`src/rtl/axi_lite_pkg.sv`:
```
// rtl/axi_lite_pkg.sv - shared state encoding, response codes and round-robin helper
// for the AXI-Lite arbiters.
package axi_lite_pkg;

  typedef enum logic [1:0] {
    ST_IDLE = 2'd0,
    ST_AW   = 2'd1,
    ST_W    = 2'd2,
    ST_B    = 2'd3
  } state_e;

  localparam logic [1:0] RESP_OKAY   = 2'b00;
  localparam logic [1:0] RESP_SLVERR = 2'b10;

  function automatic int rr_next(input int g, input int n);
    return (g + 1 >= n) ? 0 : g + 1;
  endfunction

endpackage

```
`src/rtl/rr_arbiter.sv`:
```
// rtl/rr_arbiter.sv - combinational round-robin pick: first requester at or after
// the pointer, wrapping, as one-hot and index.
module rr_arbiter #(
  parameter int N  = 2,
  parameter int IW = (N > 1) ? $clog2(N) : 1
) (
  input  logic [N-1:0]  req_i,
  input  logic [IW-1:0] ptr_i,
  output logic [N-1:0]  gnt_o,
  output logic [IW-1:0] gnt_idx_o
);

  logic found;

  // Outer loop walks offsets from the pointer so the nearest requester wins.
  always_comb begin
    gnt_o     = '0;
    gnt_idx_o = '0;
    found     = 1'b0;
    for (int i = 0; i < N; i++) begin
      for (int j = 0; j < N; j++) begin
        if (!found && (j == ((int'(ptr_i) + i) % N)) && req_i[j]) begin
          found     = 1'b1;
          gnt_o[j]  = 1'b1;
          gnt_idx_o = IW'(j);
        end
      end
    end
  end

endmodule

```
`src/rtl/axi_lite_write_arbiter.sv`:
```
// rtl/axi_lite_write_arbiter.sv - round-robin AW/W/B arbiter, one write in flight.
// AXI_LITE_WARB_TIMEOUT_EN adds a B-channel watchdog that answers SLVERR itself.
module axi_lite_write_arbiter
  import axi_lite_pkg::*;
#(
  parameter int NUM_MASTERS     = 2,
  parameter int ADDR_WIDTH      = 32,
  parameter int DATA_WIDTH      = 32,
  parameter int TRANS_W_STRB_W  = 4,
  parameter int TRANS_WR_RESP_W = 2,
  parameter int TRANS_PROT      = 3,
  parameter int TIMEOUT_CYCLES  = 64
) (
  input  logic                                  clk_i,
  input  logic                                  resetn_i,
  input  logic [NUM_MASTERS*ADDR_WIDTH-1:0]     i_s_axi_awaddr,
  input  logic [NUM_MASTERS*TRANS_PROT-1:0]     i_s_axi_awprot,
  input  logic [NUM_MASTERS-1:0]                i_s_axi_awvalid,
  output logic [NUM_MASTERS-1:0]                o_s_axi_awready,
  input  logic [NUM_MASTERS*DATA_WIDTH-1:0]     i_s_axi_wdata,
  input  logic [NUM_MASTERS*TRANS_W_STRB_W-1:0] i_s_axi_wstrb,
  input  logic [NUM_MASTERS-1:0]                i_s_axi_wvalid,
  output logic [NUM_MASTERS-1:0]                o_s_axi_wready,
  output logic [NUM_MASTERS*TRANS_WR_RESP_W-1:0] o_s_axi_bresp,
  output logic [NUM_MASTERS-1:0]                o_s_axi_bvalid,
  input  logic [NUM_MASTERS-1:0]                i_s_axi_bready,
  output logic [ADDR_WIDTH-1:0]                 o_m_axi_awaddr,
  output logic [TRANS_PROT-1:0]                 o_m_axi_awprot,
  output logic                                  o_m_axi_awvalid,
  input  logic                                  i_m_axi_awready,
  output logic [DATA_WIDTH-1:0]                 o_m_axi_wdata,
  output logic [TRANS_W_STRB_W-1:0]             o_m_axi_wstrb,
  output logic                                  o_m_axi_wvalid,
  input  logic                                  i_m_axi_wready,
  input  logic [TRANS_WR_RESP_W-1:0]            i_m_axi_bresp,
  input  logic                                  i_m_axi_bvalid,
  output logic                                  o_m_axi_bready,
  output logic [$clog2(NUM_MASTERS)-1:0]        o_grant
);

  localparam int GW = $clog2(NUM_MASTERS);
  localparam int RW = TRANS_WR_RESP_W;

  state_e          state_q, state_d;
  logic [GW-1:0]   grant_q, grant_d;
  logic [GW-1:0]   ptr_q, ptr_d;

  logic [NUM_MASTERS-1:0] arb_gnt;
  logic [GW-1:0]          arb_idx;
  logic                   arb_any;

  logic [NUM_MASTERS-1:0]    sel_g;
  logic [ADDR_WIDTH-1:0]     awaddr_g;
  logic [TRANS_PROT-1:0]     awprot_g;
  logic                      awvalid_g;
  logic [DATA_WIDTH-1:0]     wdata_g;
  logic [TRANS_W_STRB_W-1:0] wstrb_g;
  logic                      wvalid_g;
  logic                      bready_g;
  logic [RW-1:0]             bresp_g;

  rr_arbiter #(
    .N  (NUM_MASTERS),
    .IW (GW)
  ) u_rr_arbiter (
    .req_i     (i_s_axi_awvalid),
    .ptr_i     (ptr_q),
    .gnt_o     (arb_gnt),
    .gnt_idx_o (arb_idx)
  );

  assign arb_any = |arb_gnt;
  assign o_grant = grant_q;

`ifdef AXI_LITE_WARB_TIMEOUT_EN
  localparam int CW = $clog2(TIMEOUT_CYCLES + 1);
  logic [CW-1:0] to_cnt_q, to_cnt_d;
  logic          timed_out;
  assign timed_out = (to_cnt_q == CW'(TIMEOUT_CYCLES));
`endif

  // Granted master's upstream signals, selected once and shared by every state.
  always_comb begin
    sel_g     = '0;
    awaddr_g  = '0;
    awprot_g  = '0;
    awvalid_g = 1'b0;
    wdata_g   = '0;
    wstrb_g   = '0;
    wvalid_g  = 1'b0;
    bready_g  = 1'b0;
    for (int m = 0; m < NUM_MASTERS; m++) begin
      if (grant_q == GW'(m)) begin
        sel_g[m]  = 1'b1;
        awaddr_g  = i_s_axi_awaddr[m*ADDR_WIDTH +: ADDR_WIDTH];
        awprot_g  = i_s_axi_awprot[m*TRANS_PROT +: TRANS_PROT];
        awvalid_g = i_s_axi_awvalid[m];
        wdata_g   = i_s_axi_wdata[m*DATA_WIDTH +: DATA_WIDTH];
        wstrb_g   = i_s_axi_wstrb[m*TRANS_W_STRB_W +: TRANS_W_STRB_W];
        wvalid_g  = i_s_axi_wvalid[m];
        bready_g  = i_s_axi_bready[m];
      end
    end
  end

  always_comb begin
    state_d         = state_q;
    grant_d         = grant_q;
    ptr_d           = ptr_q;
    bresp_g         = RW'(RESP_OKAY);
    o_s_axi_awready = '0;
    o_s_axi_wready  = '0;
    o_s_axi_bvalid  = '0;
    o_s_axi_bresp   = '0;
    o_m_axi_awaddr  = '0;
    o_m_axi_awprot  = '0;
    o_m_axi_awvalid = 1'b0;
    o_m_axi_wdata   = '0;
    o_m_axi_wstrb   = '0;
    o_m_axi_wvalid  = 1'b0;
    o_m_axi_bready  = 1'b0;
`ifdef AXI_LITE_WARB_TIMEOUT_EN
    to_cnt_d        = to_cnt_q;
`endif

    case (state_q)
      ST_IDLE: begin
`ifdef AXI_LITE_WARB_TIMEOUT_EN
        // Swallow any response that arrives after the watchdog already answered.
        o_m_axi_bready = 1'b1;
`endif
        if (arb_any) begin
          grant_d = arb_idx;
          state_d = ST_AW;
        end
      end

      ST_AW: begin
        o_m_axi_awaddr  = awaddr_g;
        o_m_axi_awprot  = awprot_g;
        o_m_axi_awvalid = awvalid_g;
        o_s_axi_awready = sel_g & {NUM_MASTERS{i_m_axi_awready}};
        if (awvalid_g && i_m_axi_awready) begin
          state_d = ST_W;
        end
      end

      ST_W: begin
        o_m_axi_wdata  = wdata_g;
        o_m_axi_wstrb  = wstrb_g;
        o_m_axi_wvalid = wvalid_g;
        o_s_axi_wready = sel_g & {NUM_MASTERS{i_m_axi_wready}};
        if (wvalid_g && i_m_axi_wready) begin
          state_d = ST_B;
`ifdef AXI_LITE_WARB_TIMEOUT_EN
          to_cnt_d = '0;
`endif
        end
      end

      ST_B: begin
`ifdef AXI_LITE_WARB_TIMEOUT_EN
        if (timed_out) begin
          bresp_g        = RW'(RESP_SLVERR);
          o_s_axi_bvalid = sel_g;
          if (bready_g) begin
            state_d = ST_IDLE;
            ptr_d   = GW'(rr_next(int'(grant_q), NUM_MASTERS));
          end
        end else begin
          bresp_g        = i_m_axi_bresp;
          o_s_axi_bvalid = sel_g & {NUM_MASTERS{i_m_axi_bvalid}};
          o_m_axi_bready = bready_g;
          if (!i_m_axi_bvalid) begin
            to_cnt_d = to_cnt_q + 1'b1;
          end else if (bready_g) begin
            state_d = ST_IDLE;
            ptr_d   = GW'(rr_next(int'(grant_q), NUM_MASTERS));
          end
        end
`else
        bresp_g        = i_m_axi_bresp;
        o_s_axi_bvalid = sel_g & {NUM_MASTERS{i_m_axi_bvalid}};
        o_m_axi_bready = bready_g;
        if (i_m_axi_bvalid && bready_g) begin
          state_d = ST_IDLE;
          ptr_d   = GW'(rr_next(int'(grant_q), NUM_MASTERS));
        end
`endif
        for (int m = 0; m < NUM_MASTERS; m++) begin
          if (sel_g[m]) begin
            o_s_axi_bresp[m*RW +: RW] = bresp_g;
          end
        end
      end

      default: state_d = ST_IDLE;
    endcase
  end

  always_ff @(posedge clk_i or negedge resetn_i) begin
    if (!resetn_i) begin
      state_q  <= ST_IDLE;
      grant_q  <= '0;
      ptr_q    <= '0;
`ifdef AXI_LITE_WARB_TIMEOUT_EN
      to_cnt_q <= '0;
`endif
    end else begin
      state_q  <= state_d;
      grant_q  <= grant_d;
      ptr_q    <= ptr_d;
`ifdef AXI_LITE_WARB_TIMEOUT_EN
      to_cnt_q <= to_cnt_d;
`endif
    end
  end

endmodule

```
`config.mk`:
```
export PLATFORM = sky130hd
export DESIGN_NAME = axi_lite_write_arbiter
export DESIGN_NICKNAME = d
export VERILOG_FILES = /design/src/rtl/axi_lite_pkg.sv /design/src/rtl/rr_arbiter.sv /design/src/rtl/axi_lite_write_arbiter.sv
export SDC_FILE = /design/constraint.sdc
export NUM_CORES = 1
export LEC_CHECK = 0
export ABC_CLOCK_PERIOD_IN_PS = 2100
export BUFFER_PORTS_ARGS = -buffer_cell sky130_fd_sc_hd__buf_4
export CORE_ASPECT_RATIO = 1.1
export CORE_MARGIN = 10
export CORE_UTILIZATION = 31
export DETAILED_ROUTE_END_ITERATION = 12
export PLACE_DENSITY_LB_ADDON = 0.25
export SYNTH_ARGS = -nofsm -noshare
export SYNTH_HDL_FRONTEND = slang
export SYNTH_HIERARCHICAL = 1
export SYNTH_SLANG_ARGS = --single-unit
```
`constraint.sdc`:
```
create_clock -name clk_i -period 2.1 [get_ports clk_i]
set_input_delay 0.21 -clock clk_i [delete_from_list [all_inputs] [get_ports clk_i]]
set_output_delay 0.21 -clock clk_i [all_outputs]
set_load 0.1 [all_outputs]
```
==> run metrics <==
run status completed; initial antenna violation count 0; post-placement cell count 515; DPL Wire Length 8.889 mm; count of final hold-check violations 0; worst slack, placed 0.4356 ns; vias in the first global route 2794; layout overhead on the synthesized area 149.7%; type of origin of the critical path flip-flop; vias per cell 4.677; post-DR wirelength/cell 18.88 microns; Req. time, crit path 1.89 ns; synth unique cells 22; Starting Density 31.46%; Die X 90.10 microns; Mapped Area 1675 sq um; overall routing resource usage 21.08%; Synth Area in XOR/XNOR 0%; largest family of logic cells by synthesized area multiplexers; clock sinks 4; Most common cell on crit path buf_4; mux share of post-synthesis cell area 45.78%; Port Buffers 239; area of the multi-input gates 2021 sq um; share of layout cells above drive strength 1 76.40%; Chip Height 97.10 microns; total setup buffers inserted after CTS 0; period utilization 89.70%; Fmax 530.9 MHz; Detailed Route WL 9.818 mm; CP cell instances buf_4 -> mux2i_1 -> nor2b_4 -> buf_4; Post-synth ARST share 100.0%; CTS tree yes; synthesized instance count 212; Pint 2.647 mW; cell family with most CP delay flip-flops; number of diodes 0; Worst-Skew Late Latency 0.22 ns; antenna-violating nets left 0; LEAKAGE 2.237 nW; global-route wire length before repair 14.99 mm; CTS root buffer clkbuf_8; part of the Yosys area used for sequential elements 5.975%; drt first pass iters 4; Non-Filler Instances 520; Clk pwr share 2.1%; hold buffer count at CTS 1; Synth Area per Inst 7.903 sq um; core region area 5325 sq um; CP bufs+invs 2; max-cap viol count 0; placer congestion estimate 0.8287; Post-Synth Adder-Cell Area 2.987%; clock period minus worst slack 1.884 ns; # IOs 240; H-Tree Depth 1; slowest stage delay, CP 0.55 ns; placed cell area 4129 sq um; simple-gate share of the synthesized area 34.13%; ys flop type dfrtp_1; final instance area 4184 sq um; Worst EP arrival 1.67 ns; Crit Path Class flip-flop to output pin; NetSw 5.466 mW; Seq. cell area 103.9 sq um; compound-gate portion of the synthesized area 4.481%; Residual DRC 0; slowest CP cell dfrtp_4; min-delay worst type primary input to asynchronous set/reset pin; Clock Pin Slew Worst Setup and Hold Paths 0.03 ns; fin. max-slew vios 0; syn_nets 371; Via Count 2432; gr ovfl total 0; RSZ-0062 raised after global routing false; synth warn 6; final setup margin 0.2164 ns; crit-path max FO 14; Comb power frac 95.3%; worst rel slew slack 80.17%; number of synthesized flops with an enable pin 0; FILL cells 392; Final Net Count 605; Clock Tree Buf Depth 2; clock buffer count from CTS 3; row cnt 28; drt first-iter violations 61; setup violators final 0; Post-Route Utilization 78.57%; Total Die Area 8748 sq um; Slew @ Worst Pin 0.2892 ns; Final Skew 0.005348 ns; tightest hold margin 0.3461 ns; Setup crit end kind output pin; Sw Ratio 67.37%; #FFs+latches synth 4; largest net degree at the start of global routing 40; cts repair resizes 0; Worst VDD drop 1.470 mV; power density over the cells 1939 nW/um^2; sequential cell fraction of total power 2.6%
## registers in the layout (all words and copies together), names as in the netlist
| signal | cells |
|---|---|
| ptr_q | 1 |
| state_q | 2 |
| o_grant | 1 |
## cell usage in the layout, fill, tap and decap left out, drive strengths merged
master and n:
a21boi 4, a221oi 1, a31oi 1, and3 5, and3b 2, buf 247
clkbuf 4, dfrtp 4, dlygate4sd3 1, ha 4, inv 5, mux2 2
mux2i 74, nand2 4, nand3 3, nor2 5, nor2b 75, o21ai 4
## stage by stage
stage / setup TNS, ns / total power, mW
2_1_floorplan: -1.264 / 6.653
3_3_place_gp: 0 / 7.926
3_5_place_dp: 0 / 7.977
4_1_cts: 0 / 8.176
5_1_grt: 0 / 8.410
6_report: 0 / 8.113
## kinds of logic (layout without fill, tap and decap cells)
group / after synthesis / after routing
muxes: 76 / 76
AOI/OAI and AO/OA: 10 / 10
and+or+nand+nor: 94 / 94
DFF: 4 / 4
adders and majority gates: 4 / 4
buffers and inverters: 24 / 257
## Yosys cell counts (4+ instances only)
cell type	number	share of area, %
buf_2	5	1.5
nor2b_1	75	28
inv_1	5	1.1
mux2i_1	74	44
buf_4	4	1.8
ha_1	4	3.0
nor2_1	5	1.1
and3_1	5	1.9
nand2_1	4	0.90
clkbuf_1	10	2.2
dfrtp_1	4	6.0
## worst paths after layout
kind                              startpoint          endpoint  slack (ns)  cells after the start
max                                  o_grant  o_m_axi_wstrb[0]        0.22                      4
min                                 resetn_i           o_grant        0.35                      2
max reg2reg                       state_q[1]        state_q[1]        0.42                      5
min reg2reg                            ptr_q             ptr_q        0.58                      2
max in group asynchronous           resetn_i           o_grant        1.64                      2
min in group clk_i         i_s_axi_bready[1]             ptr_q        0.35                      4
## power by group through the flow
stage,Combinational (mW),Clock (mW),Sequential [mW]
after global placement,7.72,0,0.206
final,7.73,0.173,0.209
after global routing,8.01,0.183,0.220
after detailed placement,7.77,0,0.210
after floorplan,6.43,0,0.220
after CTS,7.79,0.178,0.210
## final cells by class
type,count,area share (%)
clock buffer,4,1.077
sequential,4,2.482
tap,75,2.243
inverter,5,0.4486
multi-input combinational,184,48.30
timing repair buffer,248,45.45
## routing by layer
metal | wire (microns) | global-route usage [%] | share of wire (%) | vias to the layer above
met4 | 401 | 8.578 | 4.1 | 0
li1 | - | - | - | 1184
met2 | 5471 | 41.95 | 56 | 139
met3 | 1027 | 10.20 | 10 | 26
met1 | 2918 | 16.85 | 30 | 1083
met5 | 0 | 0 | 0 | -
Power figures use the tool's default switching activity.
